**config.mk**
```make
export PLATFORM = sky130hd
export DESIGN_NAME = ppm16_rx_byte_fifo
export DESIGN_NICKNAME = d
export VERILOG_FILES = /design/src/rtl/ppm16_rx_byte_fifo_pkg.sv /design/src/rtl/ppm16_rx_byte_fifo_sync_fifo.sv /design/src/rtl/ppm16_rx_byte_fifo.sv
export SDC_FILE = /design/constraint.sdc
export NUM_CORES = 1
export LEC_CHECK = 0
export ABC_AREA = 1
export BUFFER_PORTS_ARGS = -buffer_cell sky130_fd_sc_hd__buf_2
export CAP_MARGIN = 20
export CORE_ASPECT_RATIO = 0.9
export CORE_UTILIZATION = 60
export CTS_CLUSTER_DIAMETER = 60
export DETAILED_ROUTE_END_ITERATION = 8
export PLACE_DENSITY = 0.78
export REMOVE_ABC_BUFFERS = 1
export SETUP_SLACK_MARGIN = 0.3
export SLEW_MARGIN = 20
export SYNTH_ARGS = -nofsm -noshare
export SYNTH_HDL_FRONTEND = slang
export SYNTH_SLANG_ARGS = --single-unit
```
**constraint.sdc**
```tcl
create_clock -name clk -period 3.35 [get_ports clk]
set_clock_uncertainty 0.05 [all_clocks]
set_input_delay 1.005 -clock clk [delete_from_list [all_inputs] [get_ports clk]]
set_output_delay 1.005 -clock clk [all_outputs]
set_load 0.01 [all_outputs]
```
**src/rtl/ppm16_rx_byte_fifo_pkg.sv**
```systemverilog
// ppm16_rx_byte_fifo_pkg: shared widths, FIFO entry layout and log2 helper for the PPM16 byte FIFO
package ppm16_rx_byte_fifo_pkg;
  localparam int PPM16_SYM_W = 4;
  localparam int PPM16_BYTE_W = 8;
  localparam int PPM16_ENTRY_W = PPM16_BYTE_W + 1;
  typedef struct packed {
    logic sop;
    logic [PPM16_BYTE_W-1:0] data;
  } fifo_entry_t;
  function automatic int ceil_log2(input int n);
    int r;
    r = 0;
    while ((1 << r) < n) r++;
    return r;
  endfunction
endpackage

```
**src/rtl/ppm16_rx_byte_fifo_sync_fifo.sv**
```systemverilog
// ppm16_sync_fifo: synchronous first-word-fall-through FIFO; head output gated to zero while empty
module ppm16_sync_fifo
  import ppm16_rx_byte_fifo_pkg::*;
#(
  parameter int WIDTH = PPM16_ENTRY_W,
  parameter int DEPTH = 16,
  parameter int ADDR_W = ceil_log2(DEPTH)
) (
  input  logic              clk,
  input  logic              resetn,
  input  logic              clear,
  input  logic              wr_en,
  input  logic [WIDTH-1:0]  wr_data,
  input  logic              rd_en,
  output logic [WIDTH-1:0]  rd_data,
  output logic [ADDR_W:0]   count,
  output logic              full,
  output logic              empty,
  output logic              wr_drop
);
  logic [WIDTH-1:0] mem [DEPTH];
  logic [ADDR_W-1:0] wr_ptr, rd_ptr;
  logic wr_acc, rd_acc;
  assign empty = count == '0;
  assign full = count == (ADDR_W+1)'(DEPTH);
  assign rd_acc = rd_en & ~empty;
  // a full FIFO still accepts a write when the head is popped in the same cycle
  assign wr_acc = wr_en & (~full | rd_acc);
  assign wr_drop = wr_en & ~wr_acc;
  assign rd_data = empty ? '0 : mem[rd_ptr];
  // storage is deliberately not reset; the output gate hides stale contents
  always_ff @(posedge clk) begin
    if (wr_acc && !clear) mem[wr_ptr] <= wr_data;
  end
  // pointers wrap naturally at DEPTH; count carries one extra bit to tell full from empty
  always_ff @(posedge clk or negedge resetn) begin
    if (!resetn) begin
      wr_ptr <= '0;
      rd_ptr <= '0;
      count <= '0;
    end else if (clear) begin
      wr_ptr <= '0;
      rd_ptr <= '0;
      count <= '0;
    end else begin
      if (wr_acc) wr_ptr <= wr_ptr + 1'b1;
      if (rd_acc) rd_ptr <= rd_ptr + 1'b1;
      count <= count + (ADDR_W+1)'(wr_acc) - (ADDR_W+1)'(rd_acc);
    end
  end
endmodule

```
**src/rtl/ppm16_rx_byte_fifo.sv**
```systemverilog
// ppm16_rx_byte_fifo: packs PPM16 symbol pairs into sop-tagged bytes and buffers them; PPM16_FIFO_OVF_COUNT_EN adds ovf_count
module ppm16_rx_byte_fifo
  import ppm16_rx_byte_fifo_pkg::*;
#(
  parameter int DEPTH = 16,
  parameter int ADDR_W = ceil_log2(DEPTH)
) (
  input  logic                    clk,
  input  logic                    resetn,
  input  logic                    clear,
  input  logic                    packet_detected,
  input  logic                    din_valid,
  input  logic [PPM16_SYM_W-1:0]  din,
  input  logic                    rd_ready,
  output logic                    rd_valid,
  output logic [PPM16_BYTE_W-1:0] rd_data,
  output logic                    rd_sop,
  output logic [ADDR_W:0]         count,
  output logic                    full,
  output logic                    overflow
`ifdef PPM16_FIFO_OVF_COUNT_EN
  ,
  output logic [7:0]              ovf_count
`endif
);
  logic half, sop_pending;
  logic [PPM16_SYM_W-1:0] lo;
  logic wr_en, empty, wr_drop;
  fifo_entry_t wr_entry, rd_entry;
  // a pending lo nibble is written either when its hi nibble arrives or, zero-padded, when a new packet starts
  assign wr_en = half & (packet_detected | din_valid);
  assign wr_entry = {sop_pending, packet_detected ? 4'h0 : din, lo};
  assign rd_valid = ~empty;
  assign rd_data = rd_entry.data;
  assign rd_sop = rd_entry.sop;
  ppm16_sync_fifo #(.WIDTH(PPM16_ENTRY_W), .DEPTH(DEPTH), .ADDR_W(ADDR_W)) u_fifo (
    .clk(clk),
    .resetn(resetn),
    .clear(clear),
    .wr_en(wr_en),
    .wr_data(wr_entry),
    .rd_en(rd_ready),
    .rd_data(rd_entry),
    .count(count),
    .full(full),
    .empty(empty),
    .wr_drop(wr_drop)
  );
  // nibble packer and start-of-packet tracking; a new packet may take din as its first lo nibble
  always_ff @(posedge clk or negedge resetn) begin
    if (!resetn) begin
      half <= 1'b0;
      sop_pending <= 1'b0;
      lo <= '0;
    end else if (clear) begin
      half <= 1'b0;
      sop_pending <= 1'b0;
      lo <= '0;
    end else if (packet_detected) begin
      sop_pending <= 1'b1;
      half <= din_valid;
      if (din_valid) lo <= din;
    end else if (din_valid) begin
      half <= ~half;
      if (!half) lo <= din;
      else sop_pending <= 1'b0;
    end
  end
  // sticky record of any byte dropped on a full FIFO
  always_ff @(posedge clk or negedge resetn) begin
    if (!resetn) overflow <= 1'b0;
    else if (clear) overflow <= 1'b0;
    else if (wr_drop) overflow <= 1'b1;
  end
`ifdef PPM16_FIFO_OVF_COUNT_EN
  // saturating count of dropped bytes
  always_ff @(posedge clk or negedge resetn) begin
    if (!resetn) ovf_count <= '0;
    else if (clear) ovf_count <= '0;
    else if (wr_drop && ovf_count != 8'hFF) ovf_count <= ovf_count + 8'd1;
  end
`endif
endmodule

```
==> impl_results.md, run 1 <==
* Cell Count, Final, Fillers Out at 900
* Max Root-Sink Buffers at 2
* Synth area leader: edfxtp_1
* Port buffer count at 26
* I/O pin total at 27
* R2R cell count at 18
* Critical path type: flop to output pin
* CP startpoint kind: flop
* Yosys cell types at 27
* R2R setup slack at 600 ps
* Worst-path clk slew at 70 ps
* Hold path endpoint: overflow
* Die Span Y at 106 µm
* Dpl cell area at 7500 µm²
* Cell count after synthesis at 681
* Worst hold start: overflow
* Multi-input combinational cell area at roughly 2100 µm²
* Hold Path Class: flop to flop
* # hold bufs at CTS at 0
* Worst vdd ir at 381 µV
* Sequential share of the synthesized area at 0.674
* Syn Std Cell Area at 7150 µm²
* Pre-CTS setup slack at slightly below 500 ps
* CTS Sinks at 164
* Die Width at between 100 and 150 µm
* Largest net degree at the start of global routing at 75
* Synth cell count leaders: nand2_1, edfxtp_1, nand3_1
* Post-Route WL at 18.0 mm
* P_leak at 3.48 nW
* FF/Latch Area at 4830 µm²
* Clock latency on the worst-skew pair at 430 ps
* Setup Viol. Count Final at 0
* Post-route cell area at 8510 µm²
* Async set or reset register ratio after synthesis at 0.122
* Via count at 5256
* Worst setup path start: u_fifo.rd_ptr[0]
* Starting Density at 0.621
* Post-route minimum period at 3100 ps
* Fmax at 322 MHz
* Ant diodes at 0
* Final hold violation count at 0
* Count leader, synth: nand2_1
* Pre-antenna DRT Iters at 5
* Synth top area share at 0.604
* Post-DP HPWL at 9.82 mm
* Max Slew Vio Count at 0
* Arrival @ worst endpoint at ~2000 ps
* Fill count at 724
* Worst-path fanout max at 18
* DR DRC count at 0
* First-pass GRT wire length at ~25 mm
* Type of element capturing the critical path: output pin
* Least-Margin Pin Slew at ~770 ps
* Outcome: completed
* Total GRT Usage at 0.285
* Placed instance count at 855
* Hold Crit Depth at 2
* Post-synth EDFFs at around 140
* Clock H-tree levels at 4
* Slew margin rel. at 0.486
* First DRT Iteration DRCs at 772
* Max_cap viols at 0
* Cts bufs inserted at 17
* Critical Path RT at ~2300 ps
* DRT antenna net count at 0
* Share of cells above drive strength 1 at 0.188
* Yosys reg bits at 164
* Drt via density at 5.84
* Vias in the first global route at 4840
* Period utilization at 0.926
* FP Rows at 37
* CTS tree: built
* Area Growth Syn to Fin at 18.9%
* Routed WL per cell at about 20 µm
* PwrDens at 705 nW/µm²
* Area contributors post-synth: edfxtp_1, nand2_1, dfrtp_1
* Reg2reg end: u_fifo.count[4]
* Yosys warnings at 0
* Prevailing post-synth register cell: edfxtp_1
* Initial antenna violation count at 0
* FF-to-FF Start: u_fifo.count[3]
* RSZ-0062 raised after global routing: yes
* Die area at 12400 µm²
* CORE AREA at 11500 µm²
* Nets at 753
* Syn Area/Cell at about 11 µm²
* Setup TNS Final at 0 ps
* CTS root buf: clkbuf_16
* Grt ovf at 0
* Final Worst Setup Slack at 247 ps
* GPL Wtd Cong at slightly below 0.9
final cells by class:
type	instances	share of cell area
flip-flops and latches	164	0.567
multi-input cells	448	0.249
repair buffers	60	0.0700
clock buffers	18	0.0504
well taps	156	0.0229
clock inverters	14	0.0210
inverters	40	0.0196
how the worst max path moves through the flow:
stage                       to  cells after the start
2_1_floorplan       rd_data[0]                      9
3_3_place_gp   u_fifo.count[4]                     14
3_5_place_dp   u_fifo.count[4]                     14
4_1_cts             rd_data[5]                      8
5_1_grt                 rd_sop                      9
6_report            rd_data[1]                      9
cells in the final DEF (no fill, tap or decap), types with 2 or more instances in the layout:
cell,instances
a21oi_1,20
a21oi_2,11
inv_2,3
buf_12,7
buf_6,2
ha_1,11
inv_6,3
clkinv_4,3
dfrtp_2,2
o22ai_1,4
nand2_4,2
nor2_2,16
buf_2,26
nand4_1,3
nand3_1,55
inv_1,33
nor2_1,47
buf_4,18
clkbuf_16,22
clkinvlp_4,7
dfrtp_1,18
o21ai_0,7
bufinv_16,3
nor2_4,2
edfxtp_1,144
nand3_2,5
nand2_1,253
xor2_1,4
nand2_2,4
metal layers:
layer,routed length [µm],track usage,up-vias,part of all wire
li1,-,-,2372,-
met1,6600,0.392,2461,0.37
met2,8580,0.434,370,0.48
met3,2260,0.0748,53,0.13
met4,566,0.116,0,0.031
met5,0,0,-,0
repair_timing:
item / CTS / global route
gates resized for setup: 4 / 44
setup buffers: 2 / 3
gates cloned: 0 / 8
pin swaps: 1 / 4
setup endpoints to repair: 9 / 9
sequential cells by signal (all words and copies together) (netlist names):
name / count
half: 1
lo: 4
overflow: 1
sop_pending: 1
u_fifo.count: 5
u_fifo.mem: 144
u_fifo.rd_ptr: 4
u_fifo.wr_ptr: 4
worst max-delay path, stage by stage (launching register included):
cell and delay, ps:
dfrtp_2 510, inv_8 160, clkbuf_16 200, nand2_1 60
nand3_1 80, nand3_1 130, nand2_1 100, nand2_1 80
nor2_1 130, buf_2 160
cells by family after synthesis:
kind of cell / count (synthesis) / share of synthesized area
xor gates and xnor gates: 4 / 0.00490
AOI/OAI and AO/OA: 43 / 0.0324
buffers and inverters: 69 / 0.0428
and+or+nand+nor: 389 / 0.224
DFF: 164 / 0.674
adders and majority gates: 12 / 0.0220
through the flow:
step	power [mW]	utilization	hold slack (ps)
2_1_floorplan	3.17	-	481
3_3_place_gp	3.61	0.651	426
3_5_place_dp	3.64	0.651	441
4_1_cts	5.62	0.707	454
5_1_grt	6.24	0.738	502
6_report	6.00	0.738	450
where the power goes:
part / leakage, nW / internal, mW / switching (mW)
Combinational: 1.62 / 0.637 / 1.02
Sequential: 1.58 / 2.28 / 0.0861
Clock: 0.275 / 1.18 / 0.803
Total: 3.48 / 4.09 / 1.91
Power figures use the tool's default switching activity.
==> inputs of run 2 (changes only) <==
--- a/config.mk
+++ b/config.mk
@@ -9,7 +9,9 @@
 export BUFFER_PORTS_ARGS = -buffer_cell sky130_fd_sc_hd__buf_2
 export CAP_MARGIN = 20
 export CORE_ASPECT_RATIO = 0.9
+export CORE_MARGIN = 2
 export CORE_UTILIZATION = 60
+export CTS_BUF_LIST = sky130_fd_sc_hd__clkbuf_16
 export CTS_CLUSTER_DIAMETER = 60
 export DETAILED_ROUTE_END_ITERATION = 8
 export PLACE_DENSITY = 0.78
==> run 2 against run 1 <==
Against the previous run:
- setup slack improved by 110 ps
- clock power decreased by 11%
- worst hold slack improved by 10 ps
- clock-buffer cell count decreased by 1
- core utilization decreased by 2.5 points
- power decreased by 7.1%
- final cell count decreased by 0.78%
- critical path depth decreased by 2
- register-to-register slack got worse by 40 ps
- critical endpoint is now rd_data[6]
==> impl_results.md, run 2 (synthesis gave the netlist of run 1 again) <==
* Most frequent cells in the layout: nand2_1, edfxtp_1, nand3_1
* Area Growth Syn to Fin at 14.9%
* Placed instance count at 854
* DR DRC count at 0
* CORE AREA at between 10000 and 15000 µm²
* Port buffer count at 26
* Max Slew Vio Count at 0
* FF-to-FF Start: u_fifo.count[3]
* Setup TNS Final at 0 ps
* Via count at slightly above 5000
* GPL Wtd Cong at 0.928
* Die Span Y at roughly 110 µm
* Nets at 749
* Worst vdd ir at 572 µV
* # hold bufs at CTS at 0
* Hold Path Class: flop to flop
* Post-Route WL at about 17 mm
* Largest net degree at the start of global routing at 75
* FP Rows at 37
* First DRT Iteration DRCs at 682
* Drt via density at 5.81
* Post-route minimum period at ~3000 ps
* Commonest non-fill, non-tap cell in the layout: nand2_1
* Critical Path RT at 2290 ps
* Period utilization at 0.893
* Setup Viol. Count Final at 0
* Pre-CTS setup slack at 470 ps
* CTS root buf: clkbuf_16
* Cts bufs inserted at 17
* Most flop-heavy register: u_fifo.mem
* CTS tree: built
* Die Width at between 100 and 150 µm
* Least-Margin Pin Slew at about 710 ps
* Vias in the first global route at a little under 5000
* Clock latency on the worst-skew pair at 420 ps
* Routed WL per cell at around 19 µm
* Fmax at 334 MHz
* Outcome: completed
* Initial antenna violation count at 0
* Starting Density at 0.621
* Worst setup path start: u_fifo.rd_ptr[0]
* I/O pin total at 27
* Total GRT Usage at 0.266
* Worst-path clk slew at 60 ps
* Final hold violation count at 0
* Critical path type: flop to output pin
* RSZ-0062 raised after global routing: yes
* Clock H-tree levels at 4
* Grt ovf at 0
* PwrDens at about 680 nW/µm²
* Pre-antenna DRT Iters at 6
* CTS Sinks at 164
* Worst hold start: overflow
* Max reg flops at approximately 140
* Arrival @ worst endpoint at roughly 1900 ps
* Final Worst Setup Slack at ~360 ps
* Max Root-Sink Buffers at 2
* Type of element capturing the critical path: output pin
* Share of cells above drive strength 1 at 0.137
* Max_cap viols at 0
* CP startpoint kind: flop
* DRT antenna net count at 0
* Die area at 12800 µm²
* P_leak at 3.42 nW
* Largest registers: u_fifo.mem: 144 flops, u_fifo.count: 5 flops
* Fill count at roughly 780
* Ant diodes at 0
* First-pass GRT wire length at between 20 and 30 mm
* Cell Count, Final, Fillers Out at 893
* Worst-path fanout max at 18
* Post-DP HPWL at 9.97 mm
* Slew margin rel. at 0.527
==> run 2: cell count changes in the layout (fill, tap and decap cells not counted), sizes merged <==
cell      previous run  this run
clkinvlp             7         0
bufinv               3         2
clkbuf              23        20
inv                 40        43
clkinv               4         7
buf                 55        53
==> run 2: metal layers <==
| metal | share of wire | track usage | up-vias |
|---|---|---|---|
| li1 | - | - | 2363 |
| met5 | 0 | 0 | - |
| met2 | 0.50 | 0.438 | 286 |
| met4 | 0.026 | 0.0944 | 0 |
| met1 | 0.39 | 0.349 | 2498 |
| met3 | 0.085 | 0.0651 | 41 |
==> run 2: worst paths after layout <==
check / endpoint / slack (ps) / depth (start not counted)
max in group asynchronous: u_fifo.rd_ptr[0] / 2420 / 1
min in group asynchronous: lo[2] / 480 / 1
worst max-delay path: rd_data[6] / 360 / 7
worst min-delay path: overflow / 460 / 2
worst max register to register: u_fifo.count[4] / 560 / 18
worst min register to register: overflow / 460 / 2
==> run 2: report_power, final <==
part / total [mW] / internal (mW) / switching (mW)
registers: 2.36 / 2.28 / 0.0804
clock network: 1.77 / 1.06 / 0.708
logic: 1.45 / 0.522 / 0.930
total: 5.58 / 3.86 / 1.72
==> run 2: final cells by class <==
| class | instances | area [µm²] | area share |
|---|---|---|---|
| Inverter | 40 | 161 | 0.0196 |
| Clock inverter | 12 | 104 | 0.0126 |
| Clock buffer | 17 | 425 | 0.0517 |
| Timing Repair Buffer | 56 | 473 | 0.0575 |
| Sequential cell | 164 | 4830 | 0.587 |
| Multi-Input combinational cell | 448 | 2040 | 0.248 |
| Tap cell | 156 | 195 | 0.0237 |
==> run 2: per-stage QoR <==
| step | util | instance area (µm²) | hold WS [ps] | power [mW] |
|---|---|---|---|---|
| final | 0.713 | 8220 | 460 | 5.58 |
| after detailed placement | 0.650 | 7490 | 454 | 3.65 |
| after CTS | 0.699 | 8060 | 468 | 5.39 |
| after floorplan | - | 7000 | 481 | 3.17 |
| after global routing | 0.713 | 8220 | 497 | 5.82 |
| after global placement | 0.650 | 7490 | 431 | 3.60 |
==> run 2: repair_timing <==
action                                  CTS  global route
cloned                                    0             5
buffers inserted                          2             3
endpoints found under the setup margin    9             9
pin swaps                                 1             0
resized for setup                         4            11
==> run 2: critical path: stages (launching register included) <==
cell     delay [ps]
dfrtp_2         450
buf_4           190
buf_6           220
a21oi_1         100
a21oi_1         230
nor2_1           70
nor2_1          120
buf_2           140
==> inputs of run 3 (changes only) <==
--- a/config.mk
+++ b/config.mk
@@ -5,7 +5,6 @@
 export SDC_FILE = /design/constraint.sdc
 export NUM_CORES = 1
 export LEC_CHECK = 0
-export ABC_AREA = 1
 export BUFFER_PORTS_ARGS = -buffer_cell sky130_fd_sc_hd__buf_2
 export CAP_MARGIN = 20
 export CORE_ASPECT_RATIO = 0.9
==> constraint.sdc (replaced) <==
create_clock -name clk -period 2.83 [get_ports clk]
set_clock_uncertainty 0.05 [all_clocks]
set_input_delay 0.849 -clock clk [delete_from_list [all_inputs] [get_ports clk]]
set_output_delay 0.849 -clock clk [all_outputs]
set_load 0.01 [all_outputs]
==> run 3 against run 2 <==
Against the previous run:
- the run now ends with setup timing left
- die area down 6.5%
- via count down 30%
- combinational power up 23%
- sequential power up 17%
- synthesized cell count down 47%
- critical path type unchanged
- critical endpoint is now rd_data[3]
- largest power group unchanged
- highest routed layer unchanged
==> impl_results.md, run 3 <==
* Outcome: complete, but fails checks
* Failing checks: setup timing
* Clock H-tree levels at 4
* Area Growth Syn to Fin at 19.8%
* Prevailing post-synth register cell: edfxtp_1
* Type of element capturing the critical path: output pin
* Area contributors post-synth: edfxtp_1, mux4_2, dfrtp_1
* Share of synthesized area spent on multiplexers at 0.142
* Drt via density at around 6
* Simple-gate share of the synthesized area at 0.0510
* Xor and xnor area share after synthesis at 0.00656
* CORE AREA at ~11000 µm²
* Clock latency on the worst-skew pair at 420 ps
* Worst-path fanout max at 5
* Clock power share at 0.332
* Switching power at 1.81 mW
* Hold Path Class: input pin to async pin
* Internal power at 4.98 mW
* Synth top area share at 0.648
* I/O pin total at 27
* Most frequent cells in the layout: edfxtp_1, buf_4, mux4_2
* Reg2reg end: u_fifo.count[4]
* Arrival @ worst endpoint at 2300 ps
* Die Width at 115 µm
* FP Rows at 36
* Post-DP HPWL at 8.11 mm
* Ant diodes at 0
* First DRT Iteration DRCs at about 250
* Yosys warnings at 0
* Syn Area/Cell at 18.5 µm²
* Final design utilization at 0.737
* Comb pwr share at 0.263
* Area share of fa/ha/maj cells after synthesis at 0.0236
* Vias in the first global route at 3711
* Synth area leader: edfxtp_1
* # hold bufs at CTS at 0
* Fmax at 312 MHz
* Period utilization at 1.13
* Syn Std Cell Area at 6670 µm²
* Routed WL per cell at approximately 23 µm
* Max Root-Sink Buffers at 2
* Final Worst Setup Slack at -373 ps
* Die Span Y at between 100 and 150 µm
* Count leader, synth: edfxtp_1
* Die area at 12000 µm²
* Sequential share of the synthesized area at 0.723
* Yosys reg bits at 164
* DR DRC count at 0
* Commonest non-fill, non-tap cell in the layout: edfxtp_1
* Yosys cell types at 34
* Largest net degree at the start of global routing at 40
* R2R setup slack at -370 ps
* First-pass GRT wire length at around 22 mm
* CP startpoint kind: flop
* Cell count after synthesis at 361
* Nets at roughly 460
* Max reg flops at ~140
* Post-Route WL at around 14 mm
* Worst-path clk slew at 60 ps
* Worst vdd ir at 622 µV
* Post-synth EDFFs at 144
* CTS tree: built
* Slew margin rel. at 0.591
* Max_cap viols at 0
* Total GRT Usage at 0.254
* Least-Margin Pin Slew at 614 ps
* Cts bufs inserted at 17
* CTS root buf: clkbuf_16
* Starting Density at 0.615
* DRT antenna net count at 0
* Combinational family with the most area after synthesis: multiplexers
* Most flop-heavy register: u_fifo.mem
* Synth cell count leaders: edfxtp_1, mux4_2, dfrtp_1
* Max Slew Vio Count at 0
* Grt ovf at 0
* Post-route minimum period at 3200 ps
* P_leak at 2.79 nW
* Critical Path RT at 1930 ps
* Hold_ws at 326 ps
* Pre-antenna DRT Iters at 5
* RSZ-0062 raised after global routing: yes
* Share of cells above drive strength 1 at 0.365
* FF-to-FF Start: u_fifo.count[3]
* Setup Viol. Count Final at 14
* Critical path type: flop to output pin
* Net Sw Frac at 0.266
* Sequential share of power at 0.405
* Final hold violation count at 0
* Largest registers: u_fifo.mem: 144 flops, u_fifo.count: 5 flops
* PwrDens at 850 nW/µm²
* GPL Wtd Cong at 0.784
* Port buffer count at 26
* CTS Sinks at 164
* Setup TNS Final at -3930 ps
* Via count at 3606
* R2R cell count at 17
* Async set or reset register ratio after synthesis at 0.122
* Synth Area in Compound Gates at 0.0307
* Initial antenna violation count at 0
run 3: cell count changes in the layout (fill, tap and decap cells not counted), moves of 21 or more:
cell	previous run	this run
nand2_1	257	3
inv_1	39	15
nor2_1	54	13
a21oi_1	29	8
nand3_1	59	5
mux4_2	0	36
run 3: cells by family (layout without fill, tap and decap cells):
logic type      after synthesis  after routing
compound gates               35             35
xor+xnor                      5              5
fa+ha+maj                    12             12
buf+inv                      33            118
flops                       164            164
mux                          50             50
simple gates                 62             63
run 3: area by class of cell:
class | instances | area [µm²]
Clock buffer | 17 | 425
Clock inverter | 15 | 153
Fill cell | 612 | 2860
Inverter | 15 | 56.3
Multi-Input combinational cell | 165 | 1830
Sequential cell | 164 | 4830
Tap cell | 152 | 190
Timing Repair Buffer | 71 | 513
run 3: what timing repair did:
action | in CTS | in global routing
setup endpoints to repair | 14 | 14
gates cloned | 1 | 0
pin swaps | 9 | 8
buffers inserted | 6 | 3
gates resized for setup | 17 | 12
run 3: worst max-delay path by stage:
stage	slack, ps	end	cells after the start	start
after floorplan	-600	rd_data[0]	3	u_fifo.rd_ptr[0]
after global placement	-80	rd_sop	7	u_fifo.count[2]
after detailed placement	-150	u_fifo.count[4]	14	u_fifo.count[2]
after CTS	-340	rd_data[0]	7	u_fifo.count[3]
after global routing	-450	u_fifo.count[4]	17	u_fifo.count[3]
final	-370	rd_data[3]	7	u_fifo.count[3]
run 3: layer usage:
layer	global-route usage	routed length (µm)	vias to the layer above
li1	-	-	1577
met2	0.410	7310	142
met3	0.0554	1190	22
met4	0.0861	222	0
met1	0.350	5300	1865
met5	0	0	-
run 3: through the flow:
stage | total power, mW | cell area [µm²] | instances | worst slack, ps
2_1_floorplan | 3.73 | 6580 | 343 | -596
3_3_place_gp | 4.27 | 7230 | 557 | -79.1
3_5_place_dp | 4.30 | 7230 | 557 | -148
4_1_cts | 6.71 | 7930 | 596 | -341
5_1_grt | 7.05 | 8000 | 599 | -453
6_report | 6.79 | 8000 | 599 | -373
run 3: power groups by stage:
stage	Combinational, mW	Sequential [mW]	Clock [mW]
2_1_floorplan	0.794	2.94	0
3_3_place_gp	1.47	2.79	0
3_5_place_dp	1.50	2.80	0
4_1_cts	1.68	2.75	2.28
5_1_grt	1.93	2.76	2.37
6_report	1.79	2.75	2.25
run 3: critical path, cell delays in order (launching register included):
cell     delay (ps)
dfrtp_1         390
inv_2            80
ha_4            130
or4b_4          530
and3b_2         320
a22oi_1         170
o21ai_1         110
buf_2           150
